**config.mk**
```make
export PLATFORM = sky130hd
export DESIGN_NAME = spi_slave_if
export DESIGN_NICKNAME = d
export VERILOG_FILES = /design/src/rtl/spi_ram_pkg.sv /design/src/rtl/spi_piso_8.sv /design/src/rtl/spi_slave_if.sv
export SDC_FILE = /design/constraint.sdc
export NUM_CORES = 1
export LEC_CHECK = 0
export BUFFER_PORTS_ARGS = -buffer_cell sky130_fd_sc_hd__buf_2
export CAP_MARGIN = 5
export CORE_MARGIN = 3
export CORE_UTILIZATION = 45
export DETAILED_ROUTE_END_ITERATION = 7
export MAX_ROUTING_LAYER = met4
export PLACE_DENSITY = 0.67
export SLEW_MARGIN = 30
export SYNTH_ARGS = -nofsm -noshare
export SYNTH_HDL_FRONTEND = slang
export SYNTH_SLANG_ARGS = --single-unit
```
**constraint.sdc**
```tcl
create_clock -name clk -period 1.7 [get_ports clk]
set_input_delay 0.085 -clock clk [delete_from_list [all_inputs] [get_ports clk]]
set_output_delay 0.085 -clock clk [all_outputs]
set_load 0.05 [all_outputs]
```
**src/rtl/spi_ram_pkg.sv**
```systemverilog
// spi_ram_pkg: shared states, command codes and frame geometry for the SPI-to-RAM path
package spi_ram_pkg;
  localparam int ADDR_W = 8;
  localparam int FRAME_BITS = ADDR_W + 2;
  localparam logic [1:0] CMD_WR_ADDR = 2'b00;
  localparam logic [1:0] CMD_WR_DATA = 2'b01;
  localparam logic [1:0] CMD_RD_ADDR = 2'b10;
  localparam logic [1:0] CMD_RD_DATA = 2'b11;
  typedef enum logic [2:0] {
    IDLE      = 3'd0,
    CHK_CMD   = 3'd1,
    WRITE     = 3'd2,
    READ_ADD  = 3'd3,
    READ_DATA = 3'd4
  } state_t;
endpackage

```
**src/rtl/spi_piso_8.sv**
```systemverilog
// spi_piso_8: loads a read byte and shifts it out MSB first on a registered serial output
module spi_piso_8 #(
  parameter int W = 8
) (
  input  logic         clk,
  input  logic         rst_n,
  input  logic         clr,
  input  logic         load,
  input  logic [W-1:0] din,
  output logic         dout,
  output logic         last
);
  localparam int CW = $clog2(W + 1);
  logic [W-1:0]  d;
  logic [CW-1:0] n;
  always_ff @(posedge clk or negedge rst_n) begin
    if (!rst_n) begin
      d    <= '0;
      n    <= '0;
      dout <= 1'b0;
    end else if (clr) begin
      n    <= '0;
      dout <= 1'b0;
    end else if (load) begin
      dout <= din[W-1];
      d    <= {din[W-2:0], 1'b0};
      n    <= CW'(W - 1);
    end else if (n != '0) begin
      dout <= d[W-1];
      d    <= {d[W-2:0], 1'b0};
      n    <= n - 1'b1;
    end else begin
      dout <= 1'b0;
    end
  end
  // high on the edge that retires the final bit
  assign last = (n == CW'(1)) && !clr;
endmodule

```
**src/rtl/spi_slave_if.sv**
```systemverilog
// spi_slave_if: SPI slave deserialising command frames for the RAM and serialising read data back
module spi_slave_if
  import spi_ram_pkg::*;
#(
  parameter int ADDR_SIZE = ADDR_W
) (
  input  logic                 clk,
  input  logic                 rst_n,
  input  logic                 SS_n,
  input  logic                 MOSI,
  output logic                 MISO,
  output logic [ADDR_SIZE+1:0] rx_data,
  output logic                 rx_valid,
  input  logic [ADDR_SIZE-1:0] tx_data,
  input  logic                 tx_valid
);
  localparam int FW = ADDR_SIZE + 2;
  state_t        state, nxt;
  logic [3:0]    cnt;
  logic [FW-2:0] sr;
  logic          rd_addr_seen, tx_started, rx_st, load, last;
  assign rx_st = (state == WRITE) || (state == READ_ADD) || (state == READ_DATA);
  assign load  = (state == READ_DATA) && (cnt == 4'(FW)) && !tx_started && tx_valid && !SS_n;
  always_ff @(posedge clk or negedge rst_n) begin
    if (!rst_n) state <= IDLE;
    else state <= nxt;
  end
  always_comb begin
    nxt = state;
    if (SS_n) nxt = IDLE;
    else if (state == IDLE) nxt = CHK_CMD;
    else if (state == CHK_CMD) nxt = !MOSI ? WRITE : rd_addr_seen ? READ_DATA : READ_ADD;
  end
  // counter saturates at FW so trailing MOSI bits cannot start a new word
  always_ff @(posedge clk or negedge rst_n) begin
    if (!rst_n) begin
      cnt          <= '0;
      sr           <= '0;
      rx_data      <= '0;
      rx_valid     <= 1'b0;
      rd_addr_seen <= 1'b0;
      tx_started   <= 1'b0;
    end else begin
      rx_valid <= 1'b0;
      if (SS_n) begin
        cnt        <= '0;
        tx_started <= 1'b0;
      end else if (state == CHK_CMD) begin
        sr  <= {sr[FW-3:0], MOSI};
        cnt <= 4'd1;
      end else if (rx_st && cnt < 4'(FW)) begin
        sr  <= {sr[FW-3:0], MOSI};
        cnt <= cnt + 4'd1;
        if (cnt == 4'(FW - 1)) begin
          rx_data  <= {sr, MOSI};
          rx_valid <= 1'b1;
          if (state == READ_ADD) rd_addr_seen <= 1'b1;
        end
      end
      if (load) tx_started <= 1'b1;
      if (last) rd_addr_seen <= 1'b0;
    end
  end
  spi_piso_8 #(.W(ADDR_SIZE)) u_piso (
    .clk   (clk),
    .rst_n (rst_n),
    .clr   (SS_n),
    .load  (load),
    .din   (tx_data),
    .dout  (MISO),
    .last  (last)
  );
endmodule
```
== Word-level counts from Yosys, hierarchy flattened ==
Index checks and enable logic that the tools add are counted.
Cells by class
  equal/unequal tests: 9
  bitwise gates (word level): 2
  multiplexer cells: 30
  add/sub/neg operators: 2
  order comparisons: 1
  reduce and logical (&&, ||, !) cells: 25
Operators with widths (count)
  two-way mux 4 bit: 6
  two-way mux 9 bit: 2
  two-way mux 8 bit: 2
  two-way mux 1 bit: 15
  two-way mux 3 bit: 5
  nonzero test 2 bit: 6
  nonzero test 3 bit: 3
  == test 4 bit, second input constant: 2
  == test 3 x 2 -> 1 bit, second input constant: 2
  logical AND 1 bit: 6
  AND reduction 5 bit: 1
  adder 4 x 1 -> 4 bit, second input constant: 1
  == test 4 x 1 -> 1 bit, second input constant: 1
  < comparator 4 bit, second input constant: 1
  AND reduction 2 bit: 2
  AND reduction 4 bit: 1
  nonzero test 4 bit: 1
  subtractor 4 x 1 -> 4 bit, second input constant: 1
  == test 3 x 1 -> 1 bit, second input constant: 1
  == test 3 bit, second input constant: 1
  logical NOT 3 bit: 1
  logical NOT 1 bit: 2
  logical OR 1 bit: 2
  inequality test 2 x 1 -> 1 bit, second input constant: 1
  2 further kinds: 3
Storage, ports and cells
  input bits: 13
  register bits: 42
  output and inout bits: 12
  word-level logic and storage cells: 79

== Logic depth before layout (Yosys ltp) ==
  word-level depth: 8
  gate-level depth with buffers: 7
  depth with buffers taken out: 6

== Modules after synthesis ==
From an unflattened synthesis, not the netlist that was laid out.
Unflattened totals
  cell total of the unflattened synthesis: 143
  area, all modules: 1945.6 um^2
By module, submodules not included
  spi_slave_if: area an instance 1310.0 um^2, seq. area each 725.7 um^2, times used 1, cells each 94
  spi_piso_8: area an instance 635.6 um^2, seq. area each 300.3 um^2, times used 1, cells each 49

== Worst setup path before layout ==
OpenSTA, ideal clock, no wires.
  kind: register -> register
  from: reg state[0]
  to: reg sr[0]
  path slack: 0.066 ns
  data arrival time: 1.510 ns
  clock period less this slack: 1.634 ns
  stages on the path, launching flop included: 5
  setup time: 0.125 ns
  required time: 1.575 ns
  path buffers: 0
  path through: dfrtp_1 -> nor3b_4 -> o21ai_2 -> a21oi_4 -> mux2_2
Between the ends
  longest elaborated chain between the ends: 6
  elaborated cells on any way between the ends: 10
  classes of those cells: eq/ne: 4; mux: 1; reduce/logical: 5
RTL lines
  start, declared: line spi_slave_if.sv:18  | state_t state, nxt;
  start signal, assigned: line spi_slave_if.sv:26  | else state <= nxt;
  == test 3 x 2 -> 1 bit: line spi_slave_if.sv:22  | assign rx_st = (state == WRITE) || (state == READ_ADD) || (state == READ_DATA);
  logical OR 1 bit (2 in series): line spi_slave_if.sv:22
  logical AND 1 bit: line spi_slave_if.sv:51  | end else if (rx_st && cnt < 4'(FW)) begin
  nonzero test 2 bit (no source line)
  AND reduction 2 bit (no source line)
  end signal, assigned: line spi_slave_if.sv:49  | sr <= {sr[FW-3:0], MOSI};
  end signal, assigned: line spi_slave_if.sv:52  | sr <= {sr[FW-3:0], MOSI};
  end, declared: line spi_slave_if.sv:20  | logic [FW-2:0] sr;
Several ways; a longest one is shown, not always the timed one.
A chain may end at the register's enable or synchronous reset.

== Worst setup path in the final report ==
  from: reg state[1]
  to: reg sr[0]
The elaborated chain is that of the path after synthesis.

==> results.md <==
- The path with the worst hold slack has its endpoint at u_piso.n[2].
- On the critical path, the stage with the largest delay is an instance of dfrtp_2.
- For the finished layout, the period the worst path requires is 1.71 ns.
- The number of cells traversed by the worst register-to-register path is 6.
- The global-route wire length before repair is roughly 6.5 mm.
- The Yosys step of the flow raised 0 warnings.
- The count of routing violations after the opening detailed-route iteration is 66.
- The fraction of layout cells with a size suffix above 1 is 0.450.
- In this run the core area contains 22 standard-cell rows.
- The transition time at the pin with the least slew margin is about 0.49 ns.
- The finished cells cover 2400 sq um.
- Timing analysis after detailed placement gives a worst setup slack of -0.0276 ns.
- The number of sinks on the clock net is 41.
- The cell area after synthesis is ~1800 sq um.
- The total chip power is 2910 uW.
- In the final routed layout, each cell accounts on average for between 15 and 20 microns.
- The deepest clock path buffer count is 2.
- The placed instance area is approximately 2100 sq um.
- The horizontal extent of the die is 70.1 microns.
- Synthesis instantiated 36 different standard cells from the library.
- The number of endpoints with negative hold slack in the final report is 0.
- Buffers placed on the I/O ports in this run total 24.
- The final reports fail on setup timing.
- After detailed routing, the number of remaining DRC violations is 0.
- Setup violations remaining at the end of the flow were counted as 4.
- The worst setup path is launched from a register.
- The count of buffer and inverter cells on the critical path is 2.
- The placeable core region is ~3800 sq um.
- The data arrival time of the worst path is 1.89 ns.
- The antenna diode instance count is 0.
- STA puts the critical path data required time at between 1.5 and 2 ns.
- The largest net degree at the start of global routing is 23.
- After technology mapping, the gate count stands at between 100 and 150.
- The wire-length estimate of the detail-placed layout is 2.53 mm.
- For this design the top-level I/O count stands at 25.
- The number of global-route vias before repair is about 1.4k.
- The worst-case IR drop observed on VDD is just over 0.7 mV.
- The clock slew at the register clock pins of the worst setup and hold paths is approximately 0.08 ns.
- Across all setup checks in the final design, the least slack found is -0.00613 ns.
- Power spread over the standard cell area amounts to between 1000 and 1500 nW/um^2.
- The worst register-to-register path begins at state[1].
- The critical path goes through nor3b_4 -> buf_4 -> o21ai_2 -> a21oi_4 -> buf_12 -> mux2_2.
- The cell depth of the worst hold path is 2.
- The count of state elements after synthesis is 41.
- CTS placed an instance of clkbuf_8 at the clock tree root.
- The initial utilization of the core area, before any placement, comes to 0.486.
- The net count of the finished layout is roughly 220.
- Routability-driven placement finished with a final weighted congestion of between 0.7 and 0.8.
- The count of TritonRoute iterations in the first routing pass is 4.
- The top fanout value on the critical path is 9.
- The timing-limited maximum frequency is 0.586 GHz.
- The cell family contributing the most delay on the critical path is flip-flops.
- The share of the Yosys chip area taken by registers is 0.556.
- The slack of the worst reg-to-reg path is -0.006 ns.
- Averaged over all synthesized cells, the footprint is between 10 and 15 sq um.
- The reported leakage power is ~0.0012 uW.
- Setup repair after global routing could not meet its margin everywhere.
- The floorplan die area is 4910 sq um.
- The number of buffers inserted during clock tree synthesis is 5.
- The setup total negative slack is -0.0128 ns.
- The worst hold path begins at SS_n.
- The critical path start-end classification is reg -> reg.
- The floorplan step set the die height to around 70 microns.
- The largest single stage delay on the critical path is 0.44 ns.
- The number of max-cap violations is 0.
- The relative max-transition margin is 0.676.
- The share of the clock period used by the worst path is 1.00.
- The initial antenna violation count is 0.
- The H-tree generated during clock tree synthesis spans 2 levels.
- The later pin in the worst-skew pair is clocked with a latency of about 0.30 ns.
- The max-slew violation count came to 0.
- The clock tree from TritonCTS is built.
- Across every metal layer, demand over resource in global routing totals 0.170.
- The min-delay analysis places its worst path in the category in -> reg.
- The net count after synthesis is 166.
- The layout overhead on the synthesized area is 29.8%.
- After detailed routing, the number of vias per cell comes to roughly 5.4.
- The final-layout worst hold slack is 0.0114 ns.
- The total wirelength of the detailed-routed design is about 3.9 mm.
- The run finished, with violations left.
- The total vias in the final route is 1331.
- The clock skew is between 0.006 and 0.007 ns.
- In this run the critical register-to-register path is captured at sr[0].
- In this run the remaining antenna-violating nets after routing total 0.
- The total overflow left after global routing is 0.
- The endpoint type of the worst setup path is a register.
-- routing by layer --
layer | share of wire | wire length (microns) | GRT usage | vias to the layer above
li1 | - | - | - | 635
met1 | 0.45 | 1740 | 0.217 | 665
met2 | 0.50 | 1930 | 0.268 | 25
met3 | 0.038 | 146 | 0.0489 | 6
met4 | 0.011 | 42 | 0.0447 | 0
met5 | 0 | 0 | - | -
-- what timing repair did --
action,CTS,global route
gates resized for setup,3,18
buffers inserted,0,7
pin swaps,1,5
cloned,0,2
hold endpoints to repair,19,0
hold buffers,1,0
setup endpoints to repair,8,26
-- through the flow --
step,std cells,util
3_3_place_gp,230,0.560
4_1_cts,239,0.588
5_1_grt,248,0.631
3_5_place_dp,230,0.560
2_1_floorplan,148,-
6_report,248,0.631
-- layout by cell type, fill, tap and decap left out, drive strengths merged, types with 2 or more instances in the layout --
cell type | synthesis | final
buf | 2 | 46
dfrtp | 41 | 41
mux2 | 19 | 19
o22a | 12 | 12
inv | 11 | 11
a21oi | 9 | 9
nor2 | 7 | 7
clkbuf | 2 | 6
ha | 5 | 5
o21ai | 4 | 4
nor2b | 4 | 4
nand2b | 3 | 3
nand2 | 3 | 3
mux2i | 2 | 2
xnor2 | 2 | 2
nand3 | 2 | 2
nor3 | 2 | 2
clkinv | 0 | 2
nor3b | 2 | 2
o2111ai | 2 | 2
-- final cells by class --
class                   count  area, sq um
fillers                   310         1400
flip-flops and latches     41         1030
multi-input cells          92          821
repair buffers             48          360
clock buffers               5         68.8
well taps                  48         60.1
inverters                  11         41.3
clock inverters             3         17.5
-- sequential cells by signal, indices dropped and copies added (netlist names) --
register / count
cnt: 4
tx_started: 1
rx_data: 10
u_piso.d: 7
state: 3
rx_valid: 1
u_piso.dout: 1
sr: 9
rd_addr_seen: 1
u_piso.n: 4
-- cells by family after synthesis --
family / synth area share
flops: 0.556
compound gates: 0.137
mux: 0.127
buf+inv: 0.0318
xor+xnor: 0.0142
fa+ha+maj: 0.0339
simple gates: 0.101
-- how the worst max path moves through the flow --
stage	to	startpoint	cells past startpoint	slack, ns
finish	sr[0]	state[1]	6	-0.006
global route	sr[5]	state[1]	6	-0.06
CTS	u_piso.d[4]	u_piso.n[0]	7	-0.008
detailed placement	u_piso.d[1]	cnt[0]	6	-0.03
global placement	sr[8]	state[1]	4	0.02
floorplan	sr[0]	state[0]	4	0.07
-- power by group --
group	total, uW	switching, uW	internal, uW
clock	618	335	283
combinational	961	426	535
sequential	1330	138	1200
total	2910	899	2010
-- synth_stat cells --
master     count  area, sq um
nor2_1         7         26.3
mux2_2        19          214
nor3_1         2         10.0
or3b_2         1         8.76
o2111ai_1      2         17.5
nand4_2        1         12.5
inv_1         11         41.3
nand2b_1       3         18.8
or3_1          1         6.26
o22a_1        12          105
or4b_2         1         10.0
a41o_1         1         10.0
a31oi_1        1         6.26
o211ai_1       1         7.51
dfrtp_1       41         1030
nand2_1        3         11.3
a21oi_1        8         40.0
nor3b_1        1         7.51
o21ai_0        3         15.0
a41oi_1        1         8.76
nand3_1        2         10.0
and2b_1        1         7.51
clkbuf_1       2         7.51
mux2i_1        2         20.0
a21oi_4        1         16.3
o32ai_1        1         8.76
xnor2_1        2         17.5
and2_1         1         6.26
ha_1           5         62.6
xor2_1         1         8.76
o2bb2ai_1      1         8.76
o21ai_2        1         8.76
nor3b_4        1         18.8
nand3b_1       1         7.51
buf_2          2         10.0
nor2b_1        4         25.0
No activity file was read; power rests on OpenSTA's default activity.
